--- src/rtl/cpu_types_pkg.sv ---
// Shared MIPS core types plus the hazard-scoreboard additions (state enum, shadow entry).
package cpu_types_pkg;

  typedef logic [31:0] word_t;
  typedef logic [4:0]  regbits_t;

  typedef enum logic [5:0] {
    RTYPE = 6'h00,
    J     = 6'h02,
    JAL   = 6'h03,
    BEQ   = 6'h04,
    BNE   = 6'h05,
    ADDI  = 6'h08,
    ADDIU = 6'h09,
    SLTI  = 6'h0a,
    SLTIU = 6'h0b,
    ANDI  = 6'h0c,
    ORI   = 6'h0d,
    XORI  = 6'h0e,
    LUI   = 6'h0f,
    LW    = 6'h23,
    SW    = 6'h2b,
    HALT  = 6'h3f
  } opcode_t;

  localparam logic [5:0] FUNCT_JR  = 6'h08;
  localparam logic [5:0] FUNCT_ADD = 6'h20;

  typedef struct packed {
    opcode_t    opcode;
    regbits_t   rs;
    regbits_t   rt;
    regbits_t   rd;
    logic [4:0] shamt;
    logic [5:0] funct;
  } r_t;

  typedef struct packed {
    opcode_t     opcode;
    regbits_t    rs;
    regbits_t    rt;
    logic [15:0] imm;
  } i_t;

  typedef enum logic [1:0] {RUN, WAIT, LDSTALL} hz_state_t;

  typedef struct packed {
    logic     valid;
    regbits_t dest;
    logic     is_load;
    logic     is_mem;
  } shadow_t;

  localparam regbits_t REG_RA = 5'd31;

endpackage

--- src/rtl/hazard_scoreboard_dest_decode.sv ---
// Combinational decode of an instruction into its destination record and source-register usage.
module dest_decode
  import cpu_types_pkg::*;
(
  input  word_t   instr,
  output shadow_t dec,
  output logic    rs_used,
  output logic    rt_used
);

  r_t   r;
  logic unused_shamt;

  assign r            = r_t'(instr);
  assign unused_shamt = ^r.shamt;

  always_comb begin
    dec     = '0;
    rs_used = 1'b1;
    rt_used = 1'b0;
    case (r.opcode)
      RTYPE: begin
        rt_used = 1'b1;
        if (r.funct != FUNCT_JR) dec.dest = r.rd;
      end
      JAL: begin
        rs_used  = 1'b0;
        dec.dest = REG_RA;
      end
      J: rs_used = 1'b0;
      LW: begin
        dec.dest    = r.rt;
        dec.is_load = 1'b1;
        dec.is_mem  = 1'b1;
      end
      SW: begin
        rt_used    = 1'b1;
        dec.is_mem = 1'b1;
      end
      BEQ, BNE: rt_used = 1'b1;
      ADDI, ADDIU, SLTI, SLTIU, ANDI, ORI, XORI, LUI: dec.dest = r.rt;
      default: ;
    endcase
    // Writes to $0 are architecturally discarded, so they never create a hazard.
    dec.valid = (dec.dest != '0);
  end

endmodule

--- src/rtl/hazard_scoreboard.sv ---
// Pipeline hazard control: shadow dest tracking, load-use stall, memory wait, redirect flush.
// Optional performance counters are built when HAZARD_PERF_EN is defined.
module hazard_scoreboard
  import cpu_types_pkg::*;
#(
  parameter int PERF_W = 32
) (
  input  logic  CLK,
  input  logic  nRST,
  input  word_t instr_ID,
  input  logic  ihit,
  input  logic  dhit,
  input  logic  redirect_EX,
  output logic  pc_en,
  output logic  ifid_en,
  output logic  idex_en,
  output logic  exmem_en,
  output logic  memwb_en,
  output logic  ifid_flush,
  output logic  idex_flush
`ifdef HAZARD_PERF_EN
  ,
  output logic [PERF_W-1:0] stall_cnt,
  output logic [PERF_W-1:0] flush_cnt
`endif
);

  hz_state_t state, state_next;
  shadow_t   shadow_ex_p0, shadow_mem_p1, shadow_wb_p2;
  shadow_t   dec;
  r_t        instr_r;
  logic      rs_used, rt_used;
  logic      redir_pend, redir, advance, load_use;
  logic      unused_shadow;

  dest_decode u_dest_decode (
    .instr   (instr_ID),
    .dec     (dec),
    .rs_used (rs_used),
    .rt_used (rt_used)
  );

  assign instr_r  = r_t'(instr_ID);
  assign advance  = shadow_mem_p1.is_mem ? dhit : ihit;
  assign redir    = redirect_EX | redir_pend;
  assign load_use = shadow_ex_p0.valid & shadow_ex_p0.is_load &
                    ((rs_used & (shadow_ex_p0.dest == instr_r.rs)) |
                     (rt_used & (shadow_ex_p0.dest == instr_r.rt)));

  // WB entry and MEM destination are recorded for bypass bookkeeping but do not gate control here.
  assign unused_shadow = ^{shadow_wb_p2, shadow_mem_p1.valid, shadow_mem_p1.dest,
                           shadow_mem_p1.is_load};

  always_comb begin
    pc_en      = 1'b0;
    ifid_en    = 1'b0;
    idex_en    = 1'b0;
    exmem_en   = 1'b0;
    memwb_en   = 1'b0;
    ifid_flush = 1'b0;
    idex_flush = 1'b0;
    if (advance) begin
      exmem_en = 1'b1;
      memwb_en = 1'b1;
      if (redir) begin
        pc_en      = 1'b1;
        ifid_en    = 1'b1;
        idex_en    = 1'b1;
        ifid_flush = 1'b1;
        idex_flush = 1'b1;
      end else if (load_use) begin
        idex_en    = 1'b1;
        idex_flush = 1'b1;
      end else begin
        pc_en   = 1'b1;
        ifid_en = 1'b1;
        idex_en = 1'b1;
      end
    end
  end

  always_comb begin
    state_next = state;
    case (state)
      LDSTALL: if (advance) state_next = RUN;
      default: begin
        if (!advance)                  state_next = WAIT;
        else if (load_use && !redir)   state_next = LDSTALL;
        else                           state_next = RUN;
      end
    endcase
  end

  always_ff @(posedge CLK or negedge nRST) begin
    if (!nRST) begin
      state      <= RUN;
      redir_pend <= 1'b0;
    end else begin
      state <= state_next;
      if (advance)          redir_pend <= 1'b0;
      else if (redirect_EX) redir_pend <= 1'b1;
    end
  end

  // Shadow pipeline: ID -> EX -> MEM -> WB, moving only on advancing cycles.
  always_ff @(posedge CLK or negedge nRST) begin
    if (!nRST) begin
      shadow_ex_p0  <= '0;
      shadow_mem_p1 <= '0;
      shadow_wb_p2  <= '0;
    end else if (advance) begin
      shadow_wb_p2  <= shadow_mem_p1;
      shadow_mem_p1 <= shadow_ex_p0;
      shadow_ex_p0  <= idex_flush ? '0 : dec;
    end
  end

`ifdef HAZARD_PERF_EN
  always_ff @(posedge CLK or negedge nRST) begin
    if (!nRST) begin
      stall_cnt <= '0;
      flush_cnt <= '0;
    end else begin
      if (!pc_en)            stall_cnt <= stall_cnt + PERF_W'(1);
      if (advance && redir)  flush_cnt <= flush_cnt + PERF_W'(1);
    end
  end
`else
  logic [PERF_W-1:0] unused_perf;
  assign unused_perf = '0;
`endif

endmodule
--- config.mk ---
export PLATFORM = sky130hd
export DESIGN_NAME = hazard_scoreboard
export DESIGN_NICKNAME = d
export VERILOG_FILES = /design/src/rtl/cpu_types_pkg.sv /design/src/rtl/hazard_scoreboard_dest_decode.sv /design/src/rtl/hazard_scoreboard.sv
export SDC_FILE = /design/constraint.sdc
export NUM_CORES = 1
export LEC_CHECK = 0
export CAP_MARGIN = 10
export CORE_MARGIN = 4
export CORE_UTILIZATION = 33
export CTS_BUF_LIST = sky130_fd_sc_hd__clkbuf_16
export DETAILED_ROUTE_END_ITERATION = 10
export PLACE_DENSITY = 0.77
export REMOVE_ABC_BUFFERS = 1
export SKIP_CTS_REPAIR_TIMING = 1
export SLEW_MARGIN = 5
export SYNTH_ARGS = -nofsm -noshare
export SYNTH_HDL_FRONTEND = slang
export SYNTH_SLANG_ARGS = --single-unit
export TNS_END_PERCENT = 100
--- constraint.sdc ---
create_clock -name CLK -period 1.3 [get_ports CLK]
set_input_delay 0.13 -clock CLK [delete_from_list [all_inputs] [get_ports CLK]]
set_output_delay 0.13 -clock CLK [all_outputs]
set_load 0.02 [all_outputs]
======== After elaboration in Yosys (flattened, before gate mapping) ========
Cells that the tools add are included.
storage, ports and cells
  register bits ........................... 10
  latch bits .............................. 0
  memory bits (writable) .................. 0
  bits in read-only memories .............. 0
  input bits .............................. 37
  output and inout bits ................... 7
  logic and storage cells ................. 55
  memories kept ........................... 0
operators by class
  add/sub/neg operators ................... 0
  $mul .................................... 0
  div/mod/pow operators ................... 0
  magnitude comparators ................... 0
  eq/ne operators ......................... 17
  shift operators ......................... 0
  multiplexer cells ....................... 19
  bitwise operators ....................... 6
  reduce and logical (&&, ||, !) cells .... 7
operators with widths
  operator              number
  $eq A6 B4 Y1 const B  8
  $mux W1               16
  $pmux W5 S3           1
  $eq A6 B2 Y1 const B  2
  $eq A6 B3 Y1 const B  2
  $eq A6 B6 Y1 const B  2
  $eq A5 B5 Y1          2
  $reduce_or A9 Y1      1
  $mux W8               1
  $logic_not A6 Y1      1
  $ne A6 B4 Y1 const B  1
  $mux W5               1
  $reduce_bool A5 Y1    1
  $and A1 B1 Y1         4
  $reduce_or A2 Y1      2
  $reduce_or A4 Y1      1
  $or A1 B1 Y1          2
  $reduce_bool A2 Y1    1

======== Longest topological paths before layout ========
  depth after elaboration ................. 10
  gate-level depth with buffers ........... 6
  depth with buffers taken out ............ 5

======== By module ========
Synthesis repeated with hierarchy kept, for this count alone.
second synthesis, totals
  cell total of the unflattened synthesis .. 88
  area total of the unflattened synthesis .. 795.8 µm²
modules (own cells, without submodules)
  module             instances  cells an instance  area an instance (µm²)  sequential area each (µm²)
  hazard_scoreboard  1          63                 593.1                   250.2
  dest_decode        1          25                 202.7                   0.0

======== Worst setup path after synthesis ========
No wires, ideal clock.
  path type ............................... register to output
  start point ............................. register shadow_ex_p0[6] (netlist name)
  end point ............................... output port pc_en
  arrival ................................. 1.416 ns
  data required time ...................... 1.170 ns
  slack ................................... -0.246 ns
  cell stages (with the launch flop) ...... 7
  buffers on the path ..................... 1
  cell sequence ........................... dfrtp_1 xor2_1 nor4_1 nand3_1 nand2_1 a21oi_1 buf_4
on the way
  word-level cells in the longest chain between the ends .. 7
  elaborated cells on any way between the ends .. 9
  classes of those cells .................. eq/ne: 2; mux: 3; bitwise: 4
ends and longest elaborated chain
  item                                     RTL line                                          source
  start: declaration                       hazard_scoreboard.sv:29                           shadow_t shadow_ex_p0, shadow_mem_p1, shadow_wb_p2;
  start signal: assignment                 hazard_scoreboard.sv:114                          shadow_ex_p0 <= idex_flush ? '0 : dec;
  $eq A5 B5 Y1, on equally long branches   hazard_scoreboard.sv:47, hazard_scoreboard.sv:48
  $and A1 B1 Y1, on equally long branches  hazard_scoreboard.sv:47, hazard_scoreboard.sv:48
  $or A1 B1 Y1 (*)                         hazard_scoreboard.sv:47                           ((rs_used & (shadow_ex_p0.dest == instr_r.rs)) |
  $and A1 B1 Y1 (*)                        hazard_scoreboard.sv:46                           assign load_use = shadow_ex_p0.valid & shadow_ex_p0.is_load &
  $mux W1 (*) (3 in a row)                 n/a
  end: declaration                         hazard_scoreboard.sv:14                           output logic pc_en,
Mark *: on every way between the ends. The rest lies on a longest branch, timed or not.

======== Worst setup path after layout ========
  start point ............................. register shadow_ex_p0[4] (netlist name)
  end point ............................... output port idex_flush
on the way
  word-level cells in the longest chain between the ends .. 7
  elaborated cells on any way between the ends .. 9
  classes of those cells .................. eq/ne: 2; mux: 3; bitwise: 4
ends and longest elaborated chain
  item                                     RTL line                                          source
  $eq A5 B5 Y1, on equally long branches   hazard_scoreboard.sv:47, hazard_scoreboard.sv:48
  $and A1 B1 Y1, on equally long branches  hazard_scoreboard.sv:47, hazard_scoreboard.sv:48
  $or A1 B1 Y1 (*)                         hazard_scoreboard.sv:47
  $and A1 B1 Y1 (*)                        hazard_scoreboard.sv:46
  $mux W1 (*)                              hazard_scoreboard.sv:71                           end else if (load_use) begin
  $mux W1 (*)                              hazard_scoreboard.sv:65                           if (redir) begin
  $mux W1 (*)                              hazard_scoreboard.sv:62                           if (advance) begin
  end: declaration                         hazard_scoreboard.sv:20                           output logic idex_flush
Marked as above.

==> flow_metrics.py <==
metrics = {
    "power_and_ir_drop": {
        "p_leak_nw": 0.761,
        "power_density_nw_per_um2": 772,
        "total_power_mw": 1.25,
        "peakVddDrop_mv": 0.872,
    },
    "sta": {
        "holdWs_ns": 0.217,
        "period_needed_ns": 1.79,
        "finClkSkew_ns": 0.00185,
        "worst_pin_slew_ns": 0.474,
        "relSlewSlack_pct": 68.3,
        "final.setup.tns_ns": -4.31,
        "hold_viol": 0,
        "setup_ws_ns": -0.492,
        "slew_viol_final": 0,
        "setup_viol": 15,
        "fmax_ghz": 0.558,
        "rsz0062_at_grt": "true",
        "period_share_pct": 138,
    },
    "synthesis": {
        "synth-seq-cells": 10,
        "avgSynthCellArea_um2": 9.42,
        "synthFlopType": "dfrtp_1",
        "async_flop_share_pct": 100,
        "synth.cell_area_um2": 753,
        "synth_top_area_share_pct": 33.2,
        "ys_top_cells_by_area": "dfrtp_1 (33%), xor2_1 (12%), a221oi_1 (5.8%)",
        "synthCells": 80,
        "yosysUniqueCellTypes": 35,
        "synth_edf_count": 0,
        "yosysTopAreaCell": "dfrtp_1",
        "yosys_warnings": 0,
        "synth.yosys.seq_area_share_pct": 33.2,
    },
    "clock_tree": {
        "htreeDepth": 1,
        "clock_sinks": 10,
        "cts_buffers": 3,
        "cts_root_buffer": "clkbuf_16",
        "cts_tree": "yes",
        "clk_latency_ns": 0.24,
        "clk_pin_slew_ns": 0.04,
        "cts.path.max_buffers": 2,
    },
    "setup_path": {
        "crit_arrival_ns": 1.66,
        "critPathMaxFanout": 3,
        "endpoint_kind": "primary output",
        "r2r_slack_ns": -0.36,
        "start_kind": "flop",
        "slowest_stage": "dfrtp_1",
        "critPathKind": "flop to primary output",
        "critPathMaxStageDelay_ns": 0.41,
        "crit_chain": "xor2_1 -> nor4_2 -> nand3_1 -> a31oi_1 -> buf_4",
        "reg2reg_depth": 7,
        "critPathRequiredTime_ns": 1.17,
    },
    "finish": {
        "antenna_cells": 0,
        "area_growth_pct": 114,
        "nets": 188,
        "finalNonFillerCells": 178,
        "final_layout_size_suffix_gt1_share_pct": 44.0,
        "layout_commonest_cell": "buf_4",
        "fillers": 140,
        "final_util_pct": 73.7,
        "mostFrequentLayoutCells": "buf_4 (30), clkdlybuf4s50_1 (22), nand2_1 (11)",
    },
    "grt": {
        "overflow": 0,
        "first_global_vias": 938,
        "antenna_found_initial": 0,
        "grt_pass1_wl_um": 4260,
        "grt_usage_pct": 17.5,
        "grt_max_degree": 11,
    },
    "detailed_routing": {
        "route.vias.total": 927,
        "viasPerCell": 5.21,
        "totalWireLength_um": 2950,
        "route.detailed.drc": 0,
        "drt_iter0_markers": 14,
        "wl_per_cell_um": 16.6,
        "firstDrtPassIters": 4,
        "ant_nets": 0,
    },
    "flow_run": {
        "drv_cap": 0,
    },
    "placement": {
        "dpl.hpwl_um": 1960,
        "port-buffer-count": 38,
        "gp_congestion": 0.805,
        "dpl.cell_count": 167,
    },
    "worst_hold_path": {
        "holdCritPathClass": "primary input to async pin",
    },
    "die": {
        "die_x_um": 55.8,
        "die_area_um2": 3110,
        "die_height_um": 55.8,
        "coreArea_um2": 2190,
        "initial_core_util_pct": 34.4,
        "rows": 17,
        "io_pins": 44,
    },
    "run_status": {
        "violations": "setup timing",
        "status": "complete, but fails checks",
    },
}
[power breakdown]
group	switching (mW)	total, mW	internal (mW)	leakage [nW]
combinational	0.153	0.357	0.204	0.585
sequential	0.00696	0.328	0.321	0.137
clock	0.157	0.561	0.404	0.0385
[state kept, by name (all words and copies together), names as in the netlist]
register / cells
shadow_mem_p1: 1
shadow_ex_p0: 8
redir_pend: 1
[Yosys cell counts, types with 2 or more instances]
cell type  instances
nand2_1           11
dfrtp_1           10
xor2_1            10
a221oi_1           5
o21ai_1            5
buf_4              3
inv_1              3
nor2_1             3
nor4_1             2
o21ai_0            2
o41ai_1            2
[kinds of logic after synthesis]
kind of cell              synth area share [%]
and+or+nand+nor                           26.6
buffers and inverters                     5.48
muxes                                     2.82
DFF                                       33.2
AOI/OAI and AO/OA                         20.3
xor gates and xnor gates                  11.6
[through the flow]
stage               setup slack (ns)  instance area (um^2)
floorplan                     -0.616                   723
global placement              -0.916                  1330
detailed placement            -0.999                  1330
CTS                            -1.06                  1410
global route                  -0.615                  1610
finish                        -0.492                  1610
[critical path: cells and delay by family (launching register included)]
kind / cells / cell delay [ns]
compound gates: 1 / 0.22
xor+xnor: 1 / 0.17
flops: 1 / 0.41
buf+inv: 1 / 0.18
simple gates: 2 / 0.44
[layer usage]
| metal | up-vias | track usage, % | share of wire (%) | wire, um |
|---|---|---|---|---|
| met4 | 0 | 8.33 | 5.7 | 167 |
| li1 | 441 | - | - | - |
| met1 | 428 | 19.8 | 38 | 1130 |
| met5 | - | 0 | 0 | 0 |
| met3 | 16 | 5.80 | 6.3 | 187 |
| met2 | 42 | 29.6 | 50 | 1470 |
[path summary, 6_finish.rpt]
check                                                    to                        start
min in group CLK                shadow_ex_p0[1]$_DFFE_PN0P_                 instr_ID[29]
worst min-delay path                 redir_pend$_DFFE_PN0P_                         nRST
worst max-delay path                             idex_flush  shadow_ex_p0[4]$_DFFE_PN0P_
max in group asynchronous       shadow_ex_p0[5]$_DFFE_PN0P_                         nRST
worst max register to register  shadow_ex_p0[7]$_DFFE_PN0P_  shadow_ex_p0[4]$_DFFE_PN0P_
worst min register to register  shadow_ex_p0[0]$_DFFE_PN0P_  shadow_ex_p0[0]$_DFFE_PN0P_
[cell type report]
class | count | area [um^2] | area share, %
clock buffer | 3 | 75.1 | 4.65
clock inverter | 1 | 3.75 | 0.233
inverter | 3 | 13.8 | 0.853
multi-input combinational | 62 | 566 | 35.0
sequential | 10 | 250 | 15.5
tap | 28 | 35.0 | 2.17
timing repair buffer | 71 | 671 | 41.6
(Power assumes the default switching activity.)
